<file path="config.mk">
export PLATFORM = sky130hd
export DESIGN_NAME = fixed_to_float_pipe
export DESIGN_NICKNAME = d
export VERILOG_FILES = /design/src/rtl/fixed_to_float_pipe.sv
export SDC_FILE = /design/constraint.sdc
export NUM_CORES = 1
export LEC_CHECK = 0
export CORE_UTILIZATION = 44
export DETAILED_ROUTE_END_ITERATION = 8
export DONT_BUFFER_PORTS = 1
export MAX_ROUTING_LAYER = met4
export SETUP_SLACK_MARGIN = 0.4
export SYNTH_ARGS = -nofsm -noshare
export SYNTH_HDL_FRONTEND = slang
export SYNTH_SLANG_ARGS = --single-unit
</file>
<file path="constraint.sdc">
create_clock -name clk -period 4.1 [get_ports clk]
set_clock_uncertainty 0.05 [all_clocks]
set_input_delay 0 -clock clk [delete_from_list [all_inputs] [get_ports clk]]
set_output_delay 0 -clock clk [all_outputs]
set_load 0.01 [all_outputs]
</file>
<file path="src/rtl/fixed_to_float_pipe.sv">
// fixed_to_float_pipe
// Three-stage pipelined converter from a parametrised fixed-point word
// (signed or unsigned) to an IEEE-754 single-precision value, with a
// valid/ready handshake and full backpressure.
//   S1: sign/magnitude split and zero detect
//   S2: leading-one search, exponent and normalising shift
//   S3: mantissa extraction, optional rounding, pack
// Optional macro FIXED_TO_FLOAT_RNE_EN: when defined, S3 rounds to nearest,
// ties to even. When undefined, S3 truncates and no guard/sticky logic is built.
module fixed_to_float_pipe #(
    parameter int INTS   = 1,
    parameter int FRACS  = 20,
    parameter int SIGNED = 0,
    parameter int WIDTH  = SIGNED + INTS + FRACS
) (
    input  logic             clk,
    input  logic             reset,
    input  logic             in_valid,
    output logic             in_ready,
    input  logic [WIDTH-1:0] in_fixed,
    output logic             out_valid,
    input  logic             out_ready,
    output logic [31:0]      out_float
);

    // Normalised word padded on the LSB side so that the 23 mantissa bits,
    // the guard bit and at least one sticky bit always exist; for narrow
    // inputs the padding is zero, which yields zero-fill with no rounding.
    localparam int PADW = WIDTH + 25;

    // Stage advance chain
    logic adv1;
    logic adv2;
    logic adv3;

    // Stage valid bits
    logic v1;
    logic v2;
    logic v3;

    // S1 registers
    logic             sign1;
    logic             zero1;
    logic [WIDTH-1:0] mag1;

    // S2 registers
    logic             sign2;
    logic             zero2;
    logic [7:0]       exp2;
    logic [WIDTH-1:0] norm2;

    // Combinational stage logic
    logic             sign_c;
    logic [WIDTH-1:0] mag_c;
    int unsigned      lead;
    logic [7:0]       exp_c;
    logic [WIDTH-1:0] norm_c;
    logic [PADW-1:0]  ext;
    logic [22:0]      mant_c;
    logic [7:0]       exp_r;
    logic [31:0]      float_c;
    logic             unused_bits;

`ifdef FIXED_TO_FLOAT_RNE_EN
    logic             guard;
    logic             sticky;
    logic             round_up;
    logic [23:0]      mant_rnd;
`endif

    assign adv3      = !v3 | out_ready;
    assign adv2      = !v2 | adv3;
    assign adv1      = !v1 | adv2;
    assign in_ready  = adv1;
    assign out_valid = v3;

    // S1 combinational: split sign and form the unsigned magnitude
    always_comb begin
        sign_c = (SIGNED != 0) ? in_fixed[WIDTH-1] : 1'b0;
        mag_c  = sign_c ? (-in_fixed) : in_fixed;
    end

    // S2 combinational: leading-one position, biased exponent, normalising shift
    always_comb begin
        lead = 0;
        // The last shift that still leaves a nonzero value is the MSB position.
        for (int unsigned i = 0; i < unsigned'(WIDTH); i++) begin
            if ((mag1 >> i) != '0) begin
                lead = i;
            end
        end
        exp_c  = 8'(127 + lead - FRACS);
        norm_c = mag1 << (WIDTH - 1 - lead);
    end

    assign ext         = {norm2, 25'b0};
    assign unused_bits = ^ext;

    // S3 combinational: take the 23 bits below the leading one, round, pack
    always_comb begin
        mant_c = ext[PADW-2 -: 23];
        exp_r  = exp2;
`ifdef FIXED_TO_FLOAT_RNE_EN
        guard    = ext[PADW-25];
        sticky   = |ext[PADW-26:0];
        round_up = guard & (sticky | mant_c[0]);
        mant_rnd = {1'b0, mant_c} + {23'b0, round_up};
        if (mant_rnd[23]) begin
            mant_c = '0;
            exp_r  = exp2 + 8'd1;
        end else begin
            mant_c = mant_rnd[22:0];
        end
`endif
        float_c = zero2 ? '0 : {sign2, exp_r, mant_c};
    end

    // S1 register: load a new word whenever the stage advances
    always_ff @(posedge clk) begin
        if (reset) begin
            v1    <= 1'b0;
            sign1 <= 1'b0;
            zero1 <= 1'b0;
            mag1  <= '0;
        end else if (adv1) begin
            v1 <= in_valid;
            if (in_valid) begin
                sign1 <= sign_c;
                zero1 <= (mag_c == '0);
                mag1  <= mag_c;
            end
        end
    end

    // S2 register: capture normalised magnitude and exponent from S1
    always_ff @(posedge clk) begin
        if (reset) begin
            v2    <= 1'b0;
            sign2 <= 1'b0;
            zero2 <= 1'b0;
            exp2  <= '0;
            norm2 <= '0;
        end else if (adv2) begin
            v2 <= v1;
            if (v1) begin
                sign2 <= sign1;
                zero2 <= zero1;
                exp2  <= exp_c;
                norm2 <= norm_c;
            end
        end
    end

    // S3 register: packed result, held stable while the consumer stalls
    always_ff @(posedge clk) begin
        if (reset) begin
            v3        <= 1'b0;
            out_float <= '0;
        end else if (adv3) begin
            v3 <= v2;
            if (v2) begin
                out_float <= float_c;
            end
        end
    end

endmodule

</file>
## Word level (Yosys, flattened, before mapping)

Index checks and enable logic that the tools add are counted.

| storage, ports and cells | value |
|---|---|
| input bits | 25 |
| register bits after elaboration | 86 |
| logic and storage cells | 63 |
| output and inout port bits | 34 |

| cells by class | value |
|---|---|
| bitwise gates (word level) | 3 |
| shifts and indexed selects | 1 |
| multiplexer cells | 21 |
| reductions and logical operators | 26 |
| add/subtract/negate cells | 3 |

Operators by type and width:

| kind | number |
|---|---|
| 2-to-1 mux 32 bit | 19 |
| nonzero test 21 bit | 19 |
| << shifter 21 x 32 -> 20 bit | 1 |
| subtractor 5 x 32 -> 32 bit, first input constant | 1 |
| 2-to-1 mux 31 bit | 1 |
| logical NOT 21 bit | 1 |
| adder 7 x 8 -> 8 bit, first input constant | 1 |
| subtractor 8 x 5 -> 8 bit, second input constant | 1 |
| AND reduction 2 bit | 3 |
| logical NOT 1 bit | 3 |
| bitwise OR 1 bit | 3 |
| 2-to-1 mux 1 bit | 1 |

## Depth between registers and ports, before layout

| logic depth | value |
|---|---|
| depth in word-level cells | 23 |
| gate-level depth with buffers | 20 |
| gate-level depth less buffers | 16 |

## Worst setup path after synthesis

OpenSTA, ideal clock, no wires.

| timing | value |
|---|---|
| path type | register to register |
| start point | reg mag1[9] |
| end point | reg norm2[14] |
| period minus slack after synthesis | 3.745 ns |
| data arrival time | 3.570 ns |
| setup time | 0.126 ns |
| slack | 0.355 ns |
| cell stages (with the launch flop) | 16 |
| path through | dfxtp_1 -> buf_2 -> or4_4 -> nor2_2 -> nand4b_4 -> nand3_4 -> inv_6 -> buf_6 -> ha_1 -> clkbuf_1 -> buf_1 -> mux2i_1 -> nor2_1 -> mux4_1 -> a22oi_1 -> o21ai_0 |

| between the ends | value |
|---|---|
| cells in the longest elaborated chain, start to end | 23 |

Ends and longest elaborated chain:

| item | RTL line | source |
|---|---|---|
| start, declared | 44 | `logic [WIDTH-1:0] mag1;` |
| start signal, assigned | 130 | `mag1 <= mag_c;` |
| nonzero test 21 bit | 88 | `if ((mag1 >> i) != '0) begin` |
| 2-to-1 mux 1 bit | 88 |  |
| 2-to-1 mux 32 bit (19 in series) | 88 |  |
| subtractor 5 x 32 -> 32 bit | 93 | `norm_c = mag1 << (WIDTH - 1 - lead);` |
| << shifter 21 x 32 -> 20 bit * | 93 |  |
| end signal, assigned | 149 | `norm2 <= norm_c;` |
| end, declared | 50 | `logic [WIDTH-1:0] norm2;` |

Every way passes the cells marked *; elsewhere a longest branch is shown, timed or not.
A chain may end at the register's enable or synchronous reset.

## Worst setup path in the final report

| timing | value |
|---|---|
| start point | reg mag1[16] |
| end point | reg norm2[19] |

Same word-level chain as after synthesis.

==> flow_summary.yaml <==
detailed_routing:
  route.vias.total: 4015
  drtPass1Iterations: 5
  first_iter_violations: 224
  totalWireLength_mm: 11.9
  avgViaCountPerCell: 5.71
  drc: 0
  antenna_left: 0
  post_drt_wl_per_cell_um: 16.9
sta:
  layout_min_cycle_time_ns: 3.43
  fmaxAchievable_mhz: 292
  worstMarginPinSlew_ns: 1.02
  setup_repair_after_global_routing_missed_its_margin: "no"
  fin_setup_tns_ns: 0
  worst_slew_margin_rel_pct: 31.9
  fin_crit_sh_pct: 83.6
  finalSetupViolCount: 0
  report.final.hold_viol_count: 0
  final_slew_violations: 0
cts:
  cts_sinks: 82
  insertion_delay_ns: 0.36
  cts_buffers: 9
  clk_root_buf: "sky130_fd_sc_hd__clkbuf_8"
  clkSlewWorstSetupHoldPaths_ns: 0.09
  cts_tree: "done"
  post-cts-setup-buffers: 0
  clock_tree.htree_level_count: 3
  max-clock-path-buffers: 2
power_and_ir_drop:
  switching_share_pct: 36.4
  powerDensity_nw_per_um2: 412
  p_int_mw: 1.32
  comb_power_share_pct: 32.5
  pwr-share-clk_pct: 26.0
  total_leakage_power_nw: 1.84
  switching_power_mw: 0.753
  worst_case_vdd_ir_drop_mv: 0.245
  seqPwrFrac_pct: 41.5
worst_setup_path:
  arrival_ns: 3.67
  worstSetupStartpointType: "flop"
  timing.critical_path.cells: "or4_4 > nor2_8 > a31o_4 > nand3_4 > inv_6 > ha_4 > o21bai_1 > ha_2 > a21o_4 > buf_4 > or4_1 > o21ai_2 > o2111ai_1 > o211ai_1"
  cp_max_fo: 12
  timing_worst_setup_path_type: "flop to flop"
  crit_slowest_cell: "sky130_fd_sc_hd__or4_4"
  critPathCaptureType: "flop"
  worst_path_largest_cell_delay_ns: 0.60
  cp_data_required_time_ns: 4.34
global_route:
  grt_first_pass_wirelength_mm: 19.1
  global_route.overflow_total: 0
  global_route.usage.total_pct: 24.4
  antenna_found_initial: 0
  use_met2_pct: 39.5
  largest_net_degree_at_the_start_of_global_routing: 71
  top_usage_layer: "met2"
  grt_pass1_vias: 3912
  grt_util_met3_pct: 3.97
  grt.met1_usage_pct: 30.0
final_layout:
  antenna-diode-count: 0
  filler_free_cell_count_of_the_finished_design: 703
  stdcell_area_um2: 5030
  most_used_cells_in_the_layout_excluding_fill_and_tap_cells: "82 x sky130_fd_sc_hd__nand2_1, 76 x sky130_fd_sc_hd__dfxtp_1, 75 x sky130_fd_sc_hd__nor2_1"
  layout.nets: 593
  final.fill_count: 955
  drive_above_1_share_pct: 11.8
  areaGrowthSynthToFinish_pct: 13.4
  layout_commonest_cell: "sky130_fd_sc_hd__nand2_1"
placement:
  detailed_place_hpwl_mm: 8.26
  placedInstanceArea_um2: 4510
  placement.io_buffers: 0
  place_congestion: 0.954
  placed_cells_incl_taps: 659
floorplanning:
  die_y_um: 102
  core_um2: 9770
  start_util_pct: 45.3
  design.die.area_um2: 10500
  placementRows: 36
  floorplan.die.width_um: 102
  boundaryPins: 59
synth:
  synth.ff_latch_count: 82
  syn-instance-count: 554
  synth_edf_count: 0
  seq_area_frac_synth_pct: 37.0
  yosys.cell_types.count: 68
  yosysWarnings: 0
  post_synth_arst_share_pct: 0
  netlist_area_um2: 4430
  synth.avg_cell_area_um2: 8.00
  most_common_flop_cell_mapped_by_yosys: "sky130_fd_sc_hd__dfxtp_1"
min_path:
  timing.hold.worst.class: "input port to flop"
run_status:
  run_status: "finished clean"
job:
  timing.max_cap.violations: 0
==> path summary, 6_finish.rpt <==
| path | start | to | slack (ns) | cells after the start |
|---|---|---|---|---|
| worst min-delay path | in_fixed[11] | mag1[11] | 0.27 | 3 |
| worst min register to register | norm2[9] | norm2[9] | 0.41 | 1 |
| worst max register to register | mag1[16] | norm2[19] | 0.67 | 14 |
| worst max-delay path | mag1[16] | norm2[19] | 0.67 | 14 |
==> metal layers <==
metal | vias up | share of wire (%)
li1 | 1976 | -
met1 | 1890 | 45
met2 | 119 | 48
met3 | 30 | 4.4
met4 | 0 | 2.7
met5 | - | 0
==> registers in the layout, summed over array words and instances, names as in the netlist <==
name,count
out_float,28
zero1,1
zero2,1
v1,1
out_valid,1
v2,1
mag1,21
norm2,20
exp2,8
==> power groups by stage <==
stage	Combinational (mW)	Sequential, mW	Clock [mW]
2_1_floorplan	0.479	0.861	0
3_3_place_gp	0.612	0.877	0
3_5_place_dp	0.609	0.878	0
4_1_cts	0.646	0.859	0.547
5_1_grt	0.728	0.865	0.581
6_report	0.672	0.860	0.538
==> worst max-delay path, delay by kind of cell (launching register included) <==
kind	cells	cell delay (ns)
AO/OA/AOI/OAI	6	0.81
AND/OR/NAND/NOR	4	1.45
buffers and inverters	2	0.28
flip-flops	1	0.39
adder cells (fa/ha/maj)	2	0.35
==> final cells by class <==
cell class | instances | area (um^2) | share of cell area (%)
clock buffers | 10 | 128 | 2.54
multi-input cells | 419 | 2570 | 51.2
repair buffers | 44 | 418 | 8.31
inverters | 9 | 38.8 | 0.772
flip-flops and latches | 82 | 1650 | 32.9
clock inverters | 6 | 50.0 | 0.996
well taps | 133 | 166 | 3.31
==> cell usage after synthesis (all sizes together), types with 8 or more instances <==
cell type / instances / share of area (%)
a21oi: 68 / 8.0
a22oi: 9 / 1.6
buf: 23 / 3.0
clkbuf: 24 / 2.0
dfxtp: 82 / 37
inv: 8 / 0.79
mux2i: 22 / 5.0
nand2: 82 / 6.9
nor2: 77 / 6.9
nor3: 10 / 1.1
nor3b: 28 / 4.7
nor4: 11 / 1.7
o21ai: 21 / 2.5
==> kinds of logic (layout without fill, tap and decap cells) <==
kind of cell,after synthesis,after routing,share of synthesized area (%)
simple gates,237,237,26.6
compound gates,142,142,20.6
flops,82,82,37.0
buf+inv,56,69,5.93
mux,29,29,7.76
xor+xnor,4,4,1.13
fa+ha+maj,3,3,0.847
other cells,1,4,0.0846
==> what timing repair did <==
item / 4_1_cts / 5_1_grt
endpoints found under the hold margin: 73 / 0
pin swaps: 0 / 2
hold buffers: 28 / 0
endpoints found under the setup margin: 3 / 9
gates resized for setup: 1 / 13
==> stage by stage <==
stage / power [mW] / setup slack, ns / utilization (%) / hold slack (ns)
finish: 2.07 / 0.673 / 51.4 / 0.266
floorplan: 1.34 / 0.449 / - / 0.0860
detailed placement: 1.49 / 0.350 / 46.1 / 0.0282
CTS: 2.05 / 0.405 / 51.0 / 0.257
global placement: 1.49 / 0.436 / 46.1 / 0.0265
global route: 2.17 / 0.425 / 51.4 / 0.276
Power figures use the tool's default switching activity.
